## src/rtl/ctrl_pipe_reg.sv

```systemverilog
// Control-bundle pipeline register: carries decode control bits, a valid bit and a payload through STAGES registers.
// Latency: STAGES cycles from input capture to output; outputs are driven purely from registered state.
// Backpressure: STALL freezes every stage, BUBBLE injects a NOP at stage 0, FLUSH kills all stages and drops the input.
module ctrl_pipe_reg #(
  parameter int STAGES = 1,
  parameter int DATA_W = 32,
  parameter int CNT_W  = 16
) (
  input  logic              clk,
  input  logic              rst,
  input  logic              IN_VALID,
  input  logic [1:0]        IN_ALUOp,
  input  logic              IN_ALUSrc,
  input  logic              IN_Branch,
  input  logic              IN_MemRead,
  input  logic              IN_MemWrite,
  input  logic              IN_RegWrite,
  input  logic              IN_MemToReg,
  input  logic [DATA_W-1:0] IN_DATA,
  input  logic              STALL,
  input  logic              BUBBLE,
  input  logic              FLUSH,
  output logic              OUT_VALID,
  output logic [1:0]        OUT_ALUOp,
  output logic              OUT_ALUSrc,
  output logic              OUT_Branch,
  output logic              OUT_MemRead,
  output logic              OUT_MemWrite,
  output logic              OUT_RegWrite,
  output logic              OUT_MemToReg,
  output logic [DATA_W-1:0] OUT_DATA,
  output logic [2:0]        OUT_OCC,
  output logic [CNT_W-1:0]  OUT_BUBBLES
);

  // Control bundle carried alongside each instruction.
  typedef struct packed {
    logic [1:0] alu_op;
    logic       alu_src;
    logic       branch;
    logic       mem_read;
    logic       mem_write;
    logic       reg_write;
    logic       mem_to_reg;
  } ctrl_t;

  localparam int LAST = STAGES - 1;
  localparam logic [CNT_W-1:0] CNT_MAX = {CNT_W{1'b1}};

  // Per-stage state.
  logic              stg_vld  [STAGES];
  ctrl_t             stg_ctrl [STAGES];
  logic [DATA_W-1:0] stg_dat  [STAGES];

  logic [CNT_W-1:0]  bubble_cnt;
  ctrl_t             in_ctrl;
  ctrl_t             out_ctrl;
  logic [2:0]        occ;

  // Gather the loose input control bits into one bundle.
  assign in_ctrl = '{
    alu_op:     IN_ALUOp,
    alu_src:    IN_ALUSrc,
    branch:     IN_Branch,
    mem_read:   IN_MemRead,
    mem_write:  IN_MemWrite,
    reg_write:  IN_RegWrite,
    mem_to_reg: IN_MemToReg
  };

  // Stage registers: reset > flush > stall > bubble > advance.
  always_ff @(posedge clk) begin
    if (rst) begin
      for (int k = 0; k < STAGES; k++) begin
        stg_vld[k]  <= 1'b0;
        stg_ctrl[k] <= '0;
        stg_dat[k]  <= '0;
      end
    end else if (FLUSH) begin
      // Payloads are left in place; only valid and control are killed.
      for (int k = 0; k < STAGES; k++) begin
        stg_vld[k]  <= 1'b0;
        stg_ctrl[k] <= '0;
      end
    end else if (!STALL) begin
      if (BUBBLE) begin
        // NOP in stage 0; its payload is held rather than loaded.
        stg_vld[0]  <= 1'b0;
        stg_ctrl[0] <= '0;
      end else begin
        // Control is captured even for invalid slots; gating happens at the output.
        stg_vld[0]  <= IN_VALID;
        stg_ctrl[0] <= in_ctrl;
        stg_dat[0]  <= IN_DATA;
      end
      for (int k = 1; k < STAGES; k++) begin
        stg_vld[k]  <= stg_vld[k-1];
        stg_ctrl[k] <= stg_ctrl[k-1];
        stg_dat[k]  <= stg_dat[k-1];
      end
    end
  end

  // Saturating bubble counter; only a bubble that actually enters the pipe is counted.
  always_ff @(posedge clk) begin
    if (rst) begin
      bubble_cnt <= '0;
    end else if (!FLUSH && !STALL && BUBBLE && (bubble_cnt != CNT_MAX)) begin
      bubble_cnt <= bubble_cnt + CNT_W'(1);
    end
  end

  // Occupancy: number of stages currently holding a real instruction.
  always_comb begin
    occ = 3'd0;
    for (int k = 0; k < STAGES; k++) begin
      occ = occ + {2'b00, stg_vld[k]};
    end
  end

  // Invalid slots never present live control to downstream stages.
  assign out_ctrl = stg_ctrl[LAST] & {$bits(ctrl_t){stg_vld[LAST]}};

  assign OUT_VALID    = stg_vld[LAST];
  assign OUT_ALUOp    = out_ctrl.alu_op;
  assign OUT_ALUSrc   = out_ctrl.alu_src;
  assign OUT_Branch   = out_ctrl.branch;
  assign OUT_MemRead  = out_ctrl.mem_read;
  assign OUT_MemWrite = out_ctrl.mem_write;
  assign OUT_RegWrite = out_ctrl.reg_write;
  assign OUT_MemToReg = out_ctrl.mem_to_reg;
  assign OUT_DATA     = stg_dat[LAST];
  assign OUT_OCC      = occ;
  assign OUT_BUBBLES  = bubble_cnt;

endmodule

```

## config.mk

```make
export PLATFORM = sky130hd
export DESIGN_NAME = ctrl_pipe_reg
export DESIGN_NICKNAME = d
export VERILOG_FILES = /design/src/rtl/ctrl_pipe_reg.sv
export SDC_FILE = /design/constraint.sdc
export NUM_CORES = 1
export LEC_CHECK = 0
export ABC_CLOCK_PERIOD_IN_PS = 4000
export BUFFER_PORTS_ARGS = -buffer_cell sky130_fd_sc_hd__buf_2
export CORE_MARGIN = 2
export CORE_UTILIZATION = 53
export CTS_BUF_LIST = sky130_fd_sc_hd__clkbuf_4
export DETAILED_ROUTE_END_ITERATION = 10
export GPL_TIMING_DRIVEN = 1
export HOLD_SLACK_MARGIN = 0.02
export PLACE_DENSITY = 0.9
export RECOVER_POWER = 25
export SYNTH_ARGS = -nofsm -noshare
export SYNTH_HDL_FRONTEND = slang
export SYNTH_SLANG_ARGS = --single-unit
```

## constraint.sdc

```tcl
create_clock -name clk -period 4 [get_ports clk]
set_clock_uncertainty 0.2 [all_clocks]
set_input_delay 0.8 -clock clk [delete_from_list [all_inputs] [get_ports clk]]
set_output_delay 0.8 -clock clk [all_outputs]
set_load 0.1 [all_outputs]
```

==> flow_summary.toml <==
[routing]
wirelength_um = 5040
drt-initial-drc-count = 123
viasPerCell = 5.21
vias = 1882
first_pass_iters = 4
wire_per_inst_um = 14.0
drc = 0
ant_nets = 0

[logic_synthesis]
ys_ff_latch = 57
synth_compound_area_frac = 0.0495
ys_seq_area_frac = 0.633
synth_most_common_cell = "and2_1"
yosys-mux-area-fraction = 0.0184
synth_flop_cell = "edfxtp_1"
synth_top_family_by_area = "simple AND/OR/NAND/NOR gates"
synth_xor_area_frac = 0.00357
syn_inst = 199
synth_area_leaders = "edfxtp_1 (50%), dfxtp_1 (13%), and2_1 (13%), a21oi_1 (2.0%), o31ai_1 (1.5%)"
syn_area_per_cell_um2 = 12.3
syn_area_um2 = 2450
yosysWarnings = 0
synth_commonest_cells = "and2_1 (49), edfxtp_1 (41), dfxtp_1 (16), a21oi_1 (10), nor2_1 (7)"
yosysTopAreaCellShare = 0.502
yosys.area.top_type = "edfxtp_1"
synthSimpleGateAreaFrac = 0.265
synth-async-reset-ratio = 0
synth-edff-count = 41
synth_fa_ha_area_frac = 0.00510
synth.distinct_cells = 38

[power]
pwr-share-clk = 0.328
p_int_w = 0.000959
combPwrFrac = 0.199
leakage_nw = 1.35
ir_drop_v = 0.000277
netSwitchingFraction = 0.324
power.net_switching_w = 0.000460
p_per_area_nw_per_um2 = 452
p_seq_frac = 0.473

[setup_path]
cp.arrival_ps = 2690
cp-start-kind = "input port"
critPathKind = "in2reg"
cp_max_fo = 41
regToRegStartpoint = "OUT_BUBBLES[0]"
crit_required_ps = 4050
startpoint = "rst"
worst_setup_path_end_kind = "register"

[finish]
n_antenna_cell = 0
drive_gt1_frac = 0.411
fin_cells = 361
area_growth_pct = 27.9
register_area_um2 = 1550
multi_input_area_um2 = 840
fillerInstances = 328
nets = 351

[floorplanning]
die_h_um = 72.0
num_io_pins = 106
initial_core_util = 0.555
core_um2 = 4410
die-area_um2 = 5180
die_w_um = 72.0
num_rows = 24

[placement]
gp_congestion = 0.834
io_buffer_count = 103
post-dp-hpwl_um = 3640
post-place-cells = 345

[hold_path]
min_path_type = "reg2reg"
min_from = "OUT_BUBBLES[13]"

[cts]
cts_sinks = 57
clockBufferDepth = 2
cts-root-buf = "clkbuf_4"
cts_resized = 0
cts-htree-levels = 3
clkTransAtPathRegs_ps = 100
cts_tree = "yes"
clk_latency_ps = 390
cts_setup_buffers = 0
numCtsBuffers = 9
postCtsHoldBufs = 0

[global_routing]
grt_antenna_before_repair = 0
overflow = 0
grt_max_degree = 42
grtUsageTotal = 0.201
grt_pass1_vias = 1751
grt_pass1_wl_um = 7780

[sta]
finalHoldViolCount = 0
final.period_utilization = 0.661
slew_violations = 0
max_freq_mhz = 378
final.setup.tns_ps = 0
fin_crit_ps = 2650
rsz0062_at_grt = "no"
relSlewSlack = 0.217
worst_slew_pin_slew_ps = 1170
setup_viol = 0

[run]
cap_violations = 0

[run_status]
outcome = "finished, final reports clean"
[state kept, by name, indices dropped and copies added (netlist names)]
register and flops:
stg_dat 32, OUT_BUBBLES 16, stg_ctrl 8, stg_vld 1
[critical path: stages]
cell and delay [ps]:
clkbuf_1 360, nor4_1 360, clkbuf_1 890, and2_1 260
[through the flow]
stage | setup slack, ps | total power (W) | util | hold WS [ps] | cell area (um^2)
floorplan | 1130 | 0.000918 | - | 755 | 2450
global placement | 1470 | 0.000966 | 0.678 | 292 | 2990
global route | 1010 | 0.00146 | 0.710 | 358 | 3140
CTS | 1500 | 0.00143 | 0.714 | 321 | 3150
detailed placement | 1460 | 0.000970 | 0.678 | 307 | 2990
finish | 1350 | 0.00142 | 0.710 | 324 | 3140
[power by group through the flow]
stage | sequential, W | combinational [W] | clock (W)
5_1_grt | 0.000674 | 0.000291 | 0.000498
3_3_place_gp | 0.000683 | 0.000283 | 0
4_1_cts | 0.000671 | 0.000285 | 0.000472
6_report | 0.000671 | 0.000283 | 0.000465
2_1_floorplan | 0.000873 | 0.0000450 | 0
3_5_place_dp | 0.000685 | 0.000285 | 0
[path summary, 6_finish.rpt]
check / endpoint / slack (ps) / cells past startpoint
worst min register to register: OUT_BUBBLES[13] / 320 / 2
worst max register to register: OUT_BUBBLES[14] / 1580 / 5
worst min-delay path: OUT_BUBBLES[13] / 320 / 2
worst max-delay path: stg_dat[0][4] / 1350 / 4
[cell usage in the layout (no fill, tap or decap), drive strengths merged, types with 2 or more instances in the layout]
cell	Yosys	final
nor4	3	3
or3b	2	2
a21oi	10	10
nor3b	2	2
clkbuf	6	12
nand4	4	4
and3	3	3
clkinv	0	4
mux2	4	4
buf	5	102
or2	3	3
o31ai	5	5
or4	5	5
and2	49	49
nor4b	2	2
and4	3	3
nand3	5	5
nor3	3	3
conb	1	2
edfxtp	41	41
nor2b	4	4
or3	2	2
nand2	4	4
nor2	7	7
bufinv	0	2
o21ai	5	5
dfxtp	16	16
[cell families (layout without fill, tap and decap cells)]
family / count (synthesis) / in the layout
compound gates: 21 / 21
xor+xnor: 1 / 1
fa+ha+maj: 1 / 1
buf+inv: 12 / 121
flops: 57 / 57
mux: 4 / 4
other cells: 1 / 2
simple gates: 102 / 102
[layout make-up]
cell class,instances,area share
sequential,57,0.495
multi-input combinational,131,0.268
timing repair buffer,104,0.165
clock inverter,6,0.0263
clock buffer,10,0.0239
tap,52,0.0208
inverter,1,0.00120
[per-layer routing]
layer,part of all wire,track usage
met1,0.38,0.231
met2,0.53,0.345
met3,0.062,0.0403
met4,0.028,0.126
met5,0,0
Note: power is estimated with default switching activity, not from simulation.
